$ cat src/rtl/pipe_pkg.sv
// Shared pipeline constants used by the execute, data-memory and write-back stages.
package pipe_pkg;

  localparam int unsigned DATA_W = 8;
  localparam int unsigned ADDR_W = 5;
  localparam int unsigned NREG   = 2 ** ADDR_W;

  localparam logic [ADDR_W-1:0] REG_ZERO  = '0;
  localparam logic [DATA_W-1:0] DATA_ZERO = '0;

  // True when a write-back to waddr targets raddr (R0 never counts as a write).
  function automatic logic wr_hits(input logic [ADDR_W-1:0] waddr,
                                   input logic [ADDR_W-1:0] raddr);
    return (waddr != REG_ZERO) && (waddr == raddr);
  endfunction

endpackage

$ cat src/rtl/reg_bank_wb_if.sv
// Bus between the data-memory/decode side and the write-back register bank.
interface reg_bank_wb_if;
  import pipe_pkg::*;

  logic [DATA_W-1:0] mux_ans_dm;
  logic [ADDR_W-1:0] RW_dm;
  logic [ADDR_W-1:0] RA;
  logic [ADDR_W-1:0] RB;
  logic              stall;
  logic [DATA_W-1:0] A;
  logic [DATA_W-1:0] B;
  logic [DATA_W-1:0] ans_wb;
  logic [ADDR_W-1:0] RW_wb;

  modport master (
    output mux_ans_dm, RW_dm, RA, RB, stall,
    input  A, B, ans_wb, RW_wb
  );

  modport slave (
    input  mux_ans_dm, RW_dm, RA, RB, stall,
    output A, B, ans_wb, RW_wb
  );

endinterface

$ cat src/rtl/reg_bank_read_port.sv
// One registered read port: address hold under stall, zero/bypass mux, output register.
module reg_bank_read_port
  import pipe_pkg::*;
(
  input  logic              clk,
  input  logic              reset,
  input  logic [ADDR_W-1:0] raddr,
  input  logic              stall,
  input  logic [ADDR_W-1:0] waddr,
  input  logic [DATA_W-1:0] wdata,
  output logic [ADDR_W-1:0] sel_addr,
  input  logic [DATA_W-1:0] bank_data,
  output logic [DATA_W-1:0] rdata
);

  logic [ADDR_W-1:0] held_q;
  logic [DATA_W-1:0] data_q, data_d;
  logic              wr_hit;

  assign sel_addr = stall ? held_q : raddr;
  assign wr_hit   = wr_hits(waddr, sel_addr);

  // Under stall the output only moves when the held register is rewritten, so it
  // never goes stale while decode is frozen.
  always_comb begin
    data_d = data_q;
    if (stall) begin
      if (wr_hit) data_d = wdata;
    end else if (sel_addr == REG_ZERO) begin
      data_d = DATA_ZERO;
    end else if (wr_hit) begin
      data_d = wdata;
    end else begin
      data_d = bank_data;
    end
  end

  always_ff @(posedge clk) begin
    if (reset) begin
      held_q <= REG_ZERO;
      data_q <= DATA_ZERO;
    end else begin
      held_q <= sel_addr;
      data_q <= data_d;
    end
  end

  assign rdata = data_q;

endmodule

$ cat src/rtl/reg_bank_wb.sv
// Write-back stage: 32x8 register bank, two bypassed read ports, commit echo.
module reg_bank_wb
  import pipe_pkg::*;
(
  input  logic         clk,
  input  logic         reset,
  reg_bank_wb_if.slave bus
);

  logic [DATA_W-1:0] bank_q [NREG];
  logic [DATA_W-1:0] ans_q;
  logic [ADDR_W-1:0] rw_q;
  logic [ADDR_W-1:0] sel_a, sel_b;
  logic [DATA_W-1:0] rdata_a, rdata_b;

  // R0 is never written, so it stays at its reset value of zero.
  always_ff @(posedge clk) begin
    if (reset) begin
      for (int i = 0; i < NREG; i++) bank_q[i] <= DATA_ZERO;
    end else if (bus.RW_dm != REG_ZERO) begin
      bank_q[bus.RW_dm] <= bus.mux_ans_dm;
    end
  end

  always_ff @(posedge clk) begin
    if (reset) begin
      ans_q <= DATA_ZERO;
      rw_q  <= REG_ZERO;
    end else begin
      ans_q <= bus.mux_ans_dm;
      rw_q  <= bus.RW_dm;
    end
  end

  reg_bank_read_port u_port_a (
    .clk       (clk),
    .reset     (reset),
    .raddr     (bus.RA),
    .stall     (bus.stall),
    .waddr     (bus.RW_dm),
    .wdata     (bus.mux_ans_dm),
    .sel_addr  (sel_a),
    .bank_data (bank_q[sel_a]),
    .rdata     (rdata_a)
  );

  reg_bank_read_port u_port_b (
    .clk       (clk),
    .reset     (reset),
    .raddr     (bus.RB),
    .stall     (bus.stall),
    .waddr     (bus.RW_dm),
    .wdata     (bus.mux_ans_dm),
    .sel_addr  (sel_b),
    .bank_data (bank_q[sel_b]),
    .rdata     (rdata_b)
  );

  assign bus.A      = rdata_a;
  assign bus.B      = rdata_b;
  assign bus.ans_wb = ans_q;
  assign bus.RW_wb  = rw_q;

endmodule
$ cat src/flat_wrapper.sv
// flat-port wrapper written by rule: the top's interface ports become plain ports
module reg_bank_wb_flat import pipe_pkg::*;
  (clk, reset, bus_mux_ans_dm, bus_RW_dm, bus_RA, bus_RB, bus_stall, bus_A, bus_B, bus_ans_wb, bus_RW_wb);
  reg_bank_wb_if bus_i ();
  input  logic clk;
  input  logic reset;
  input wire logic [$bits(bus_i.mux_ans_dm)-1:0] bus_mux_ans_dm;
  input wire logic [$bits(bus_i.RW_dm)-1:0] bus_RW_dm;
  input wire logic [$bits(bus_i.RA)-1:0] bus_RA;
  input wire logic [$bits(bus_i.RB)-1:0] bus_RB;
  input wire logic [$bits(bus_i.stall)-1:0] bus_stall;
  output wire logic [$bits(bus_i.A)-1:0] bus_A;
  output wire logic [$bits(bus_i.B)-1:0] bus_B;
  output wire logic [$bits(bus_i.ans_wb)-1:0] bus_ans_wb;
  output wire logic [$bits(bus_i.RW_wb)-1:0] bus_RW_wb;
  assign bus_i.mux_ans_dm = bus_mux_ans_dm;
  assign bus_i.RW_dm = bus_RW_dm;
  assign bus_i.RA = bus_RA;
  assign bus_i.RB = bus_RB;
  assign bus_i.stall = bus_stall;
  assign bus_A = bus_i.A;
  assign bus_B = bus_i.B;
  assign bus_ans_wb = bus_i.ans_wb;
  assign bus_RW_wb = bus_i.RW_wb;
  reg_bank_wb u_core (.clk(clk), .reset(reset), .bus(bus_i));
endmodule
$ cat config.mk
export PLATFORM = sky130hd
export DESIGN_NAME = reg_bank_wb_flat
export DESIGN_NICKNAME = d
export VERILOG_FILES = /design/src/rtl/pipe_pkg.sv /design/src/rtl/reg_bank_wb_if.sv /design/src/rtl/reg_bank_read_port.sv /design/src/rtl/reg_bank_wb.sv /design/src/flat_wrapper.sv
export SDC_FILE = /design/constraint.sdc
export NUM_CORES = 1
export LEC_CHECK = 0
export ABC_AREA = 1
export CAP_MARGIN = 15
export CELL_PAD_IN_SITES_DETAIL_PLACEMENT = 2
export CELL_PAD_IN_SITES_GLOBAL_PLACEMENT = 2
export CORE_UTILIZATION = 38
export DETAILED_ROUTE_END_ITERATION = 8
export PLACE_DENSITY = 0.78
export SETUP_SLACK_MARGIN = 0.02
export SYNTH_ARGS = -nofsm -noshare
export SYNTH_HDL_FRONTEND = slang
export SYNTH_SLANG_ARGS = --single-unit
$ cat constraint.sdc
create_clock -name clk -period 2.7 [get_ports clk]
set_clock_uncertainty 0.2 [all_clocks]
set_input_delay 0.27 -clock clk [delete_from_list [all_inputs] [get_ports clk]]
set_output_delay 0.27 -clock clk [all_outputs]
set_load 0.02 [all_outputs]
==> results_dict.tcl <==
set metrics [dict create \
    dp.final_hpwl_um 57860 \
    die_w_um 207.4 \
    grt_max_degree 37 \
    rsz0062_at_grt "false" \
    grt_first_pass_wirelength_um 123800 \
    whs_ps 221.4 \
    path_class "input pin to flop" \
    cts_made_buffers 35 \
    core_area_um2 41200 \
    start_kind "input pin" \
    hold_viol_final 0 \
    io_buffers 54 \
    syn_avg_cell_area_um2 7.994 \
    syn_inst 2006 \
    dr_total_vias 16641 \
    worstSetupEndpointType "flop" \
    critical-path-top-delay-family "buffers and inverters" \
    post_dp_cell_area_um2 18850 \
    cts_tree "yes" \
    final_common_cell "nand2_1" \
    cpMostUsedCell "nand2_1" \
    overflow 0 \
    dieHeight_um 207.4 \
    gp_congestion 0.9892 \
    cap_violations 0 \
    drive_above_1_share_pct 14.47 \
    syn_area_um2 16040 \
    finalCritPeriodShare_pct 95.25 \
    holdBufCountCts 0 \
    finalSetupViolCount 0 \
    min_period_ps 2572 \
    slew_violations 0 \
    fin_setup_tns_ps 0 \
    clk_latency_ps 570 \
    rows 74 \
    cp_slowest_cell "clkdlybuf4s50_1" \
    relSlewSlack_pct 64.19 \
    hold_path.class "input pin to flop" \
    n_antenna_cell 0 \
    cp_max_fo 16 \
    final_area_um2 19940 \
    fin_util_pct 48.40 \
    outcome "complete, no violations" \
    power_density_nw_per_um2 650.5 \
    first_global_vias 18137 \
    grt_antenna_before_repair 0 \
    yosysUniqueCellTypes 38 \
    cts_setup_buffers 0 \
    initial_utilization_pct 38.92 \
    path_buf_inv 6 \
    cts_sinks 295 \
    synth_warnings 0 \
    cp.arrival_ps 2870 \
    die-area_um2 43020 \
    grtUsageTotal_pct 39.26 \
    cp.required_ps 2990 \
    leakagePower_nw 8.356 \
    firstDrtPassIters 5 \
    critPathMaxStageDelay_ps 470 \
    layout_common_cells "nand2_1, nand3_1, nor2_1, edfxtp_1, buf_4" \
    max_slew.worst_pin.slew_ps 537.2 \
    clock.fmax_ghz 0.3888 \
    worstPathCellList "clkdlybuf4s50_1 -> buf_4 -> nand2_1 -> inv_2 -> nor2_4 -> buf_12 -> buf_12 -> nor2_2 -> buf_4 -> nand2_1 -> nand3_1 -> nor2_1 -> nand2_1 -> nand3_1 -> nand2_1 -> a21oi_1" \
    drc 0 \
    synthToLayoutAreaGrowth_pct 24.35 \
    wl_per_cell_um 30.66 \
    antenna_left 0 \
    root_buffer "clkbuf_16" \
    ir_drop_mv 0.5502 \
    synth-seq-area-share_pct 52.81 \
    num-nets-final 2219 \
    synth-seq-cells 295 \
    clk_pin_slew_ps 60 \
    pin_count 55 \
    drt-vias-per-instance 6.065 \
    cts_resized 0 \
    drtIter0Drc 1696 \
    wl_um 84140 \
    htreeDepth 2 \
    cts_max_path_buffers 3 \
]
## Yosys cell counts, drive strengths merged
cell	count	area share (%)
dfxtp	39	4.9
clkinv	8	0.19
buf	86	3.1
a31oi	11	0.43
nand4	1	0.039
o211ai	30	1.4
o21ai	49	1.7
inv	91	2.1
o22ai	5	0.20
nand3b	9	0.42
a41oi	1	0.10
a21oi	37	1.2
clkbuf	45	1.1
xor2	4	0.22
and3	1	0.039
nand3	373	12
or2	15	0.59
edfxtp	256	48
conb	1	0.023
nor3	12	0.47
nor2	337	8.0
nand2	595	14
## worst reg2reg max path, stage by stage, from the launching register on
cell     delay [ps]
dfxtp_1         420
nand2_4         110
nand2_4         210
buf_12          220
buf_4           180
o21ai_0         140
nand2_1         130
nand3_1          80
nor2_1          190
nand2_1         160
nand3_1         200
nand2_1          80
a21oi_1         130
## per-layer routing
metal / track usage (%) / part of all wire [%] / vias up
li1: - / - / 7031
met1: 47.99 / 39 / 8509
met2: 66.55 / 48 / 831
met3: 5.946 / 6.7 / 270
met4: 21.49 / 6.1 / 0
met5: 0 / 0 / -
## flip-flops by register name, summed over array words and instances, names as in the netlist
register,flops
u_core.u_port_a.rdata,8
u_core.bus.ans_wb,8
u_core.u_port_b.held_q,5
u_core.u_port_a.held_q,5
u_core.u_port_b.rdata,8
u_core.bank_q,256
u_core.bus.RW_wb,5
## cell families (layout without fill, tap and decap cells)
kind of cell | Yosys count | count (layout) | share of synthesized area [%]
flops | 295 | 295 | 52.81
simple gates | 1343 | 1343 | 35.42
other cells | 1 | 8 | 0.02339
compound gates | 133 | 133 | 5.048
buf+inv | 230 | 429 | 6.484
xor+xnor | 4 | 4 | 0.2185
## final timing paths
| check | from | endpoint | slack, ps | cells after the start |
|---|---|---|---|---|
| worst max-delay path | bus_stall | u_core.u_port_a.rdata[7] | 130 | 16 |
| worst min-delay path | bus_RW_dm[0] | u_core.bus.RW_wb[0] | 220 | 3 |
| worst max register to register | u_core.u_port_a.held_q[0] | u_core.u_port_a.rdata[7] | 200 | 12 |
| worst min register to register | u_core.u_port_a.rdata[5] | u_core.u_port_a.rdata[5] | 420 | 3 |
## cell type report
class	count	area, um2
fill	4459	21260
sequential	295	8468
multi-input combinational	1488	6584
timing repair buffer	274	2755
clock buffer	41	940.9
tap	532	665.6
inverter	99	375.4
clock inverter	15	151.4
## stage by stage
step	total power, mW	std cells	setup WS (ps)
detailed placement	8.100	2688	-419.1
global route	13.26	2744	57.98
finish	12.97	2744	128.2
floorplan	6.708	2013	728.7
global placement	7.991	2688	-339.0
CTS	12.92	2744	136.9
## report_power, final
part / leakage (nW) / switching, mW / total, mW / internal (mW)
clock: 0.537 / 2.04 / 4.80 / 2.76
sequential: 2.77 / 0.233 / 5.47 / 5.24
combinational: 5.05 / 1.81 / 2.70 / 0.887
No activity file was read; power rests on OpenSTA's default activity.
